`config.mk`:
```
export PLATFORM = sky130hd
export DESIGN_NAME = logic_reduce_n
export DESIGN_NICKNAME = d
export VERILOG_FILES = /design/src/rtl/logic_pkg.sv /design/src/rtl/bitwise_op.sv /design/src/rtl/logic_reduce_n.sv
export SDC_FILE = /design/constraint.sdc
export NUM_CORES = 1
export LEC_CHECK = 0
export CORE_AREA = 10 10 74 76
export CTS_BUF_LIST = sky130_fd_sc_hd__clkbuf_4
export DETAILED_ROUTE_END_ITERATION = 8
export DIE_AREA = 0 0 84 86
export GPL_TIMING_DRIVEN = 1
export PLACE_DENSITY = 0.81
export REMOVE_ABC_BUFFERS = 1
export SETUP_SLACK_MARGIN = 0.1
export SYNTH_ARGS = -nofsm -noshare
export SYNTH_HDL_FRONTEND = slang
export SYNTH_SLANG_ARGS = --single-unit
```
`constraint.sdc`:
```
create_clock -name clk -period 1.85 [get_ports clk]
set_input_delay 0.37 -clock clk [delete_from_list [all_inputs] [get_ports clk]]
set_output_delay 0.37 -clock clk [all_outputs]
set_load 0.1 [all_outputs]
```
`src/rtl/logic_pkg.sv`:
```
// Shared encodings and helpers for the bitwise reduction engine and the ALU op select.
package logic_pkg;

  typedef enum logic [1:0] {
    MODE_AND  = 2'b00,
    MODE_OR   = 2'b01,
    MODE_XOR  = 2'b10,
    MODE_NAND = 2'b11
  } mode_e;

  typedef enum logic [1:0] {
    IDLE  = 2'b00,
    ACCUM = 2'b01,
    DONE  = 2'b10
  } state_e;

  // Identity fill bit for a mode; callers replicate it to their own width.
  function automatic logic identity(input mode_e m);
    return (m == MODE_AND) || (m == MODE_NAND);
  endfunction

endpackage

```
`src/rtl/bitwise_op.sv`:
```
// Combinational WIDTH-bit bitwise operator selected by mode.
module bitwise_op
  import logic_pkg::*;
#(
  parameter int WIDTH = 8
) (
  input  mode_e             mode,
  input  logic [WIDTH-1:0]  x,
  input  logic [WIDTH-1:0]  y,
  output logic [WIDTH-1:0]  z
);

  // Operator select
  always_comb begin
    z = '0;
    case (mode)
      MODE_AND:  z = x & y;
      MODE_OR:   z = x | y;
      MODE_XOR:  z = x ^ y;
      MODE_NAND: z = ~(x & y);
      default:   z = '0;
    endcase
  end

endmodule

```
`src/rtl/logic_reduce_n.sv`:
```
// Folds a handshaked stream of WIDTH-bit operands into one result with AND/OR/XOR/NAND.
module logic_reduce_n
  import logic_pkg::*;
#(
  parameter int WIDTH = 8,
  parameter int MAX_OPS = 16,
  localparam int CNTW = $clog2(MAX_OPS + 1)
) (
  input  logic              clk,
  input  logic              reset,
  input  logic              start,
  input  logic [1:0]        mode,
  input  logic [CNTW-1:0]   len,
  input  logic [WIDTH-1:0]  a,
  input  logic              a_valid,
  output logic              a_ready,
  output logic [WIDTH-1:0]  y,
  output logic              y_valid,
  input  logic              y_ready,
  output logic              busy
);

  state_e             state_q, state_d;
  mode_e              mode_q, mode_d;
  logic [CNTW-1:0]    cnt_q, cnt_d;
  logic [WIDTH-1:0]   acc_q, acc_d;
  logic [WIDTH-1:0]   y_q, y_d;

  mode_e              mode_in;
  mode_e              op_mode;
  logic [CNTW-1:0]    len_eff;
  logic [WIDTH-1:0]   ident_in;
  logic [WIDTH-1:0]   acc_op;

  assign mode_in  = mode_e'(mode);
  assign len_eff  = (len > CNTW'(MAX_OPS)) ? CNTW'(MAX_OPS) : len;
  assign ident_in = {WIDTH{identity(mode_in)}};
  // NAND folds as AND; the inversion happens once when the result is loaded.
  assign op_mode  = (mode_q == MODE_NAND) ? MODE_AND : mode_q;

  bitwise_op #(.WIDTH(WIDTH)) u_op (
    .mode (op_mode),
    .x    (acc_q),
    .y    (a),
    .z    (acc_op)
  );

  // Next-state and datapath update
  always_comb begin
    state_d = state_q;
    mode_d  = mode_q;
    cnt_d   = cnt_q;
    acc_d   = acc_q;
    y_d     = y_q;
    case (state_q)
      IDLE: begin
        if (start) begin
          mode_d = mode_in;
          cnt_d  = len_eff;
          acc_d  = ident_in;
          if (len_eff != CNTW'(0)) begin
            state_d = ACCUM;
          end else begin
            state_d = DONE;
            y_d     = (mode_in == MODE_NAND) ? ~ident_in : ident_in;
          end
        end else begin
          state_d = IDLE;
        end
      end
      ACCUM: begin
        if (a_valid) begin
          acc_d = acc_op;
          cnt_d = cnt_q - CNTW'(1);
          if (cnt_q == CNTW'(1)) begin
            state_d = DONE;
            y_d     = (mode_q == MODE_NAND) ? ~acc_op : acc_op;
          end else begin
            state_d = ACCUM;
          end
        end else begin
          state_d = ACCUM;
        end
      end
      DONE: begin
        if (y_ready) begin
          state_d = IDLE;
        end else begin
          state_d = DONE;
        end
      end
      default: state_d = IDLE;
    endcase
  end

  // State and datapath registers
  always_ff @(posedge clk) begin
    if (reset) begin
      state_q <= IDLE;
      mode_q  <= MODE_AND;
      cnt_q   <= '0;
      acc_q   <= '0;
      y_q     <= '0;
    end else begin
      state_q <= state_d;
      mode_q  <= mode_d;
      cnt_q   <= cnt_d;
      acc_q   <= acc_d;
      y_q     <= y_d;
    end
  end

  assign a_ready = (state_q == ACCUM);
  assign y_valid = (state_q == DONE);
  assign busy    = (state_q != IDLE);
  assign y       = y_q;

endmodule
```
# After elaboration in Yosys (flattened, before gate mapping)
# Index checks and enable logic that the tools add are counted.
[word_totals]
ff_bits = 25
input_bits = 20
output_inout_bits = 11
word_cells = 57
[op_classes]
addsub = 1
n_lt_le_gt_ge = 1
eq_ne = 12
muxes = 22
bitwise_logic = 6
n_reduce_logical = 10
[op_table]
columns = ["cell", "count"]
rows = [
  ["$mux W8", 8],
  ["$pmux W8 S2", 2],
  ["$pmux W8 S4", 1],
  ["$not A8 Y8", 3],
  ["$mux W5", 3],
  ["$mux W2", 6],
  ["$eq A2 B2 Y1 const B", 5],
  ["$pmux W5 S2", 1],
  ["$and A8 B8 Y8", 1],
  ["$or A8 B8 Y8", 1],
  ["$xor A8 B8 Y8", 1],
  ["$logic_not A2 Y1", 3],
  ["$ne A2 B2 Y1 const B", 3],
  ["$pmux W2 S3", 1],
  ["$eq A5 B1 Y1 const B", 1],
  ["$gt A5 B5 Y1 const B", 1],
  ["$reduce_and A5 Y1", 1],
  ["$reduce_bool A5 Y1", 1],
  ["$sub A5 B1 Y5 const B", 1],
  ["$eq A2 B1 Y1 const B", 2],
  ["$reduce_bool A2 Y1", 2],
  ["$reduce_and A3 Y1", 1],
  ["$ne A2 B1 Y1 const B", 1],
  ["$reduce_and A2 Y1", 1],
  ["$logic_or A1 B1 Y1", 1],
]

# Longest topological paths before layout
[logic_depth]
depth_word = 9
ltp_mapped = 8
depth_no_buf = 7

# Cells and area by module
# Synthesis repeated with hierarchy kept, for this count alone.
[unflattened]
cells_unflattened = 218
hier_area_um2 = 1949.4
[by_module_without_submodules]
columns = ["module", "n_inst", "cells_per_inst", "area_per_inst_um2", "seq_area_each_um2"]
rows = [
  ["logic_reduce_n", 1, 159, 1396.3, 500.5],
  ["bitwise_op", 1, 59, 553.0, 0.0],
]

# Worst setup path after synthesis
# Ideal clock, no wire load.
[synth_timing]
path_type = "reg-to-output"
startpoint = "register state_q[1]"
endpoint = "output port y_valid"
arrival_time_ns = 1.706
t_required_ns = 1.480
slack_ns = -0.226
stages_incl_launch_ff = 3
n_path_buf = 0
path_cell_list = "dfxtp_1 -> inv_1 -> nor2_1"
[synth_via]
elab_chain_len = 1
[synth_lines]
columns = ["item", "line_no", "source"]
rows = [
  ["start: declaration", "logic_reduce_n.sv:23", "state_e state_q, state_d;"],
  ["start signal: assignment", "logic_reduce_n.sv:105", "state_q <= state_d;"],
  ["$eq A2 B2 Y1", "logic_reduce_n.sv:114", "assign y_valid = (state_q == DONE);"],
  ["end: declaration", "logic_reduce_n.sv:18", "output logic y_valid,"],
]
# Every way passes these cells.

# Final worst setup path
[layout_timing]
startpoint = "register mode_q[0]"
endpoint = "register y_q[4], in the netlist y[4]"
[layout_via]
elab_chain_len = 9
elab_cells_between_ends = 12
classes_between = "4 x eq/ne; 6 x mux; 1 x bitwise; 1 x reduce/logical"
[layout_lines]
columns = ["item", "line_no", "source"]
rows = [
  ["start: declaration", "logic_reduce_n.sv:24", "mode_e mode_q, mode_d;"],
  ["start signal: assignment", "logic_reduce_n.sv:106", "mode_q <= mode_d;"],
  ["$eq A2 B2 Y1", "logic_reduce_n.sv:39, logic_reduce_n.sv:77", ""],
  ["$mux W2", "logic_reduce_n.sv:39", "assign op_mode = (mode_q == MODE_NAND) ? MODE_AND : mode_q;"],
  ["$eq A2 B2 Y1 (tied with other cells)", "bitwise_op.sv:16", "case (mode)"],
  ["$pmux W8 S4", "bitwise_op.sv:16", ""],
  ["$not A8 Y8", "logic_reduce_n.sv:77", "y_d = (mode_q == MODE_NAND) ? ~acc_op : acc_op;"],
  ["$mux W8 *", "logic_reduce_n.sv:77", ""],
  ["$mux W8 *", "logic_reduce_n.sv:75", "if (cnt_q == CNTW'(1)) begin"],
  ["$mux W8 *", "logic_reduce_n.sv:72", "if (a_valid) begin"],
  ["$pmux W8 S2 *", "logic_reduce_n.sv:55", "case (state_q)"],
  ["end signal: assignment", "logic_reduce_n.sv:109", "y_q <= y_d;"],
  ["end: declaration", "logic_reduce_n.sv:27", "logic [WIDTH-1:0] y_q, y_d;"],
]
# Every way passes the cells marked *; elsewhere a longest branch is shown, timed or not. The select of a mux whose other input is x is not followed.
# A chain may end at the register's enable or synchronous reset.

==> key figures <==
Outcome
  • Status: complete, no violations

Synthesis
  • Synth top area share: 25.7%
  • Post-synth ARST share: 0%
  • Most area-consuming cells after synthesis: dfxtp_1 26%, ha_1 15%, nor2_1 6.2%
  • Seq cells post-synth: 25
  • Avg Cell Area, Syn: 8.40 um2
  • Post-synth top area cell: dfxtp_1
  • YS warnings: 0
  • Synth Flop Type: dfxtp_1
  • Post-synth EDFFs: 0
  • Mapped Cells: 232
  • Cell Area, Synth: 1950 um2
  • Yosys cell types: 42
  • Post-synthesis sequential area ratio: 25.7%

Layout
  • # fillers: 291
  • Register Area: 508 um2
  • Multi-input gate area: 1360 um2
  • Layout area overhead: 41.6%
  • Final antenna diode count: 0
  • Final Core Density: 69.5%
  • Final non-filler cell area: 2760 um2
  • Fraction of layout cells with a size suffix above 1: 32.6%
  • Nets: 336

CTS
  • TritonCTS clock tree: yes
  • Clock buffer depth: 2
  • Num Clock Sinks: 25
  • Worst-Skew Late Latency: 0.34 ns
  • Root buffer cell: clkbuf_4
  • H-tree lvl count: 1
  • Reg clk slew, reported paths: 0.16 ns
  • Num CTS Buffers: 3

Critical path
  • Critical path data arrival time: 1.99 ns
  • FF-to-FF End: y[4]
  • R2R Setup Slk: 0.10 ns
  • R2R depth: 9
  • Nature of the critical path startpoint: register
  • Setup CP Type: reg -> reg
  • Crit end category: register
  • Worst r2r src: mode_q[0]
  • Worst-path fanout max: 7
  • Critical path data required time: 2.10 ns

Power and ir drop
  • Pwr per Cell Area: 538 nW/um2
  • Worst vdd ir: 0.525 mV
  • Leak: 1.20 nW

STA
  • Clk_skew: 0.0138 ns
  • Worst rel slew slack: 68.2%
  • Slew Limit Fails: 0
  • Least-Margin Pin Slew: 0.473 ns
  • Setup_tns: 0 ns
  • Final worst-path setup slack: 0.102 ns
  • Setup violations, final: 0
  • RSZ-0062 raised after global routing: yes
  • Final hold violation count: 0
  • Clock period minus worst slack: 1.75 ns
  • Achievable Freq: 0.572 GHz
  • Post-route clock period utilization: 94.5%
  • Fin Hold WS: 0.493 ns

Route
  • DR vias: 1828
  • DR DRC count: 0
  • Routed Antenna Nets: 0
  • Drt pass-1 iters: 4
  • Initial DRC Count: 128
  • Drt total wl: 5110 um
  • Vias/cell: 5.36
  • Routed WL per cell: 15.0 um

Worst hold path
  • Hold WC Path Type: reg -> reg
  • Startpoint of the worst hold path: acc_q[6]
  • Worst Hold Endpoint: acc_q[6]
  • Hold depth: 2

Floorplanning
  • Core ar.: 3970 um2
  • Top-Level Pins: 31
  • Die H: 86 um
  • Die area: 7220 um2
  • Initial Util: 49.1%
  • Rows: 23
  • Die X: 84 um

Global route
  • First-pass GRT wire length: 8220 um
  • Vias in the first global route: 1782
  • Initial antenna violation count: 0
  • Largest net degree at the start of global routing: 16
  • GR Overflow Total: 0
  • Global-route usage over all layers: 13.2%

Placed design
  • Post-place setup slack: -0.342 ns
  • PortBufs: 30
  • Cell Area, Placed: 2540 um2
  • Gpl congestion: 0.848
  • Post-DP HPWL: 3560 um

Job
  • Maxcap violations: 0
-- registers in the layout, indices dropped and copies added, names as in the netlist --
name and flops:
state_q 2, mode_q 2, cnt_q 5, y 8, acc_q 8
-- cell families after synthesis --
kind of cell	count (synthesis)	share of synthesized area, %
DFF	25	25.7
AOI/OAI and AO/OA	62	25.5
muxes	10	5.13
buffers and inverters	40	10.7
and+or+nand+nor	71	17.6
adders and majority gates	24	15.4
-- cells in the final DEF, fill, tap and decap left out, types with 4 or more instances in the layout --
cell / n
a211oi_2: 12
a21bo_1: 6
a21oi_1: 16
a21oi_2: 6
buf_12: 11
buf_4: 33
clkdlybuf4s50_1: 18
dfxtp_1: 21
ha_1: 20
inv_1: 26
mux2i_1: 9
nand2_1: 17
nand2b_1: 7
nor2_1: 30
o21ai_0: 4
-- report_power, final --
part	leakage (nW)	total [mW]	internal, mW	switching [mW]
clock network	0.0139	0.267	0.0830	0.184
logic	0.975	0.598	0.278	0.320
registers	0.206	0.621	0.579	0.0424
total	1.20	1.49	0.940	0.546
-- cells in the mapped netlist (6+ instances only) --
cell type	n
nor2_1	32
inv_1	28
dfxtp_1	25
ha_1	24
nand2_1	18
a21oi_1	16
mux2i_1	10
a211oi_2	8
a211oi_1	7
nand2b_1	7
a21bo_1	6
a21oi_2	6
-- worst max-delay path by stage --
stage	from	end	slack, ns	cells after the start
floorplan	state_q[0]	y[0]	-0.29	5
finish	mode_q[0]	y[4]	0.10	9
global route	mode_q[0]	y[5]	0.05	8
CTS	mode_q[0]	y[1]	0.11	8
detailed placement	a[5]	y[5]	-0.34	8
global placement	a[1]	y[1]	-0.24	9
-- area by class of cell --
cell class / instances / area share (%)
flip-flops and latches: 25 / 18.4
clock buffers: 3 / 0.816
repair buffers: 66 / 25.2
inverters: 28 / 3.81
multi-input cells: 168 / 49.3
well taps: 50 / 2.27
clock inverters: 1 / 0.272
-- critical path: stages, from the launching register on --
cell      delay, ns
dfxtp_2        0.36
inv_2          0.06
ha_4           0.27
nand3b_4       0.18
buf_6          0.13
nor2_2         0.03
a211oi_2       0.18
buf_4          0.14
mux2i_1        0.22
a211oi_2       0.09
-- metal layers --
| metal | up-vias | global-route usage, % | wire length, um |
|---|---|---|---|
| met5 | - | 0 | 0 |
| met4 | 0 | 3.96 | 24 |
| met3 | 7 | 2.93 | 246 |
| met2 | 56 | 23.8 | 2660 |
| met1 | 856 | 15.1 | 2180 |
| li1 | 909 | - | - |
-- stage by stage --
stage | power [mW] | instances
2_1_floorplan | 0.944 | 220
3_3_place_gp | 1.16 | 330
3_5_place_dp | 1.18 | 330
4_1_cts | 1.46 | 337
5_1_grt | 1.56 | 341
6_report | 1.49 | 341
-- repair_timing --
item                                    CTS  global route
resized for setup                        12            20
pin swaps                                 3            12
cloned                                    1             0
endpoints found under the setup margin   11             8
hold buffers                              0             0
setup buffers                             2             4
hold endpoints to repair                  0             0
(Power assumes the default switching activity.)
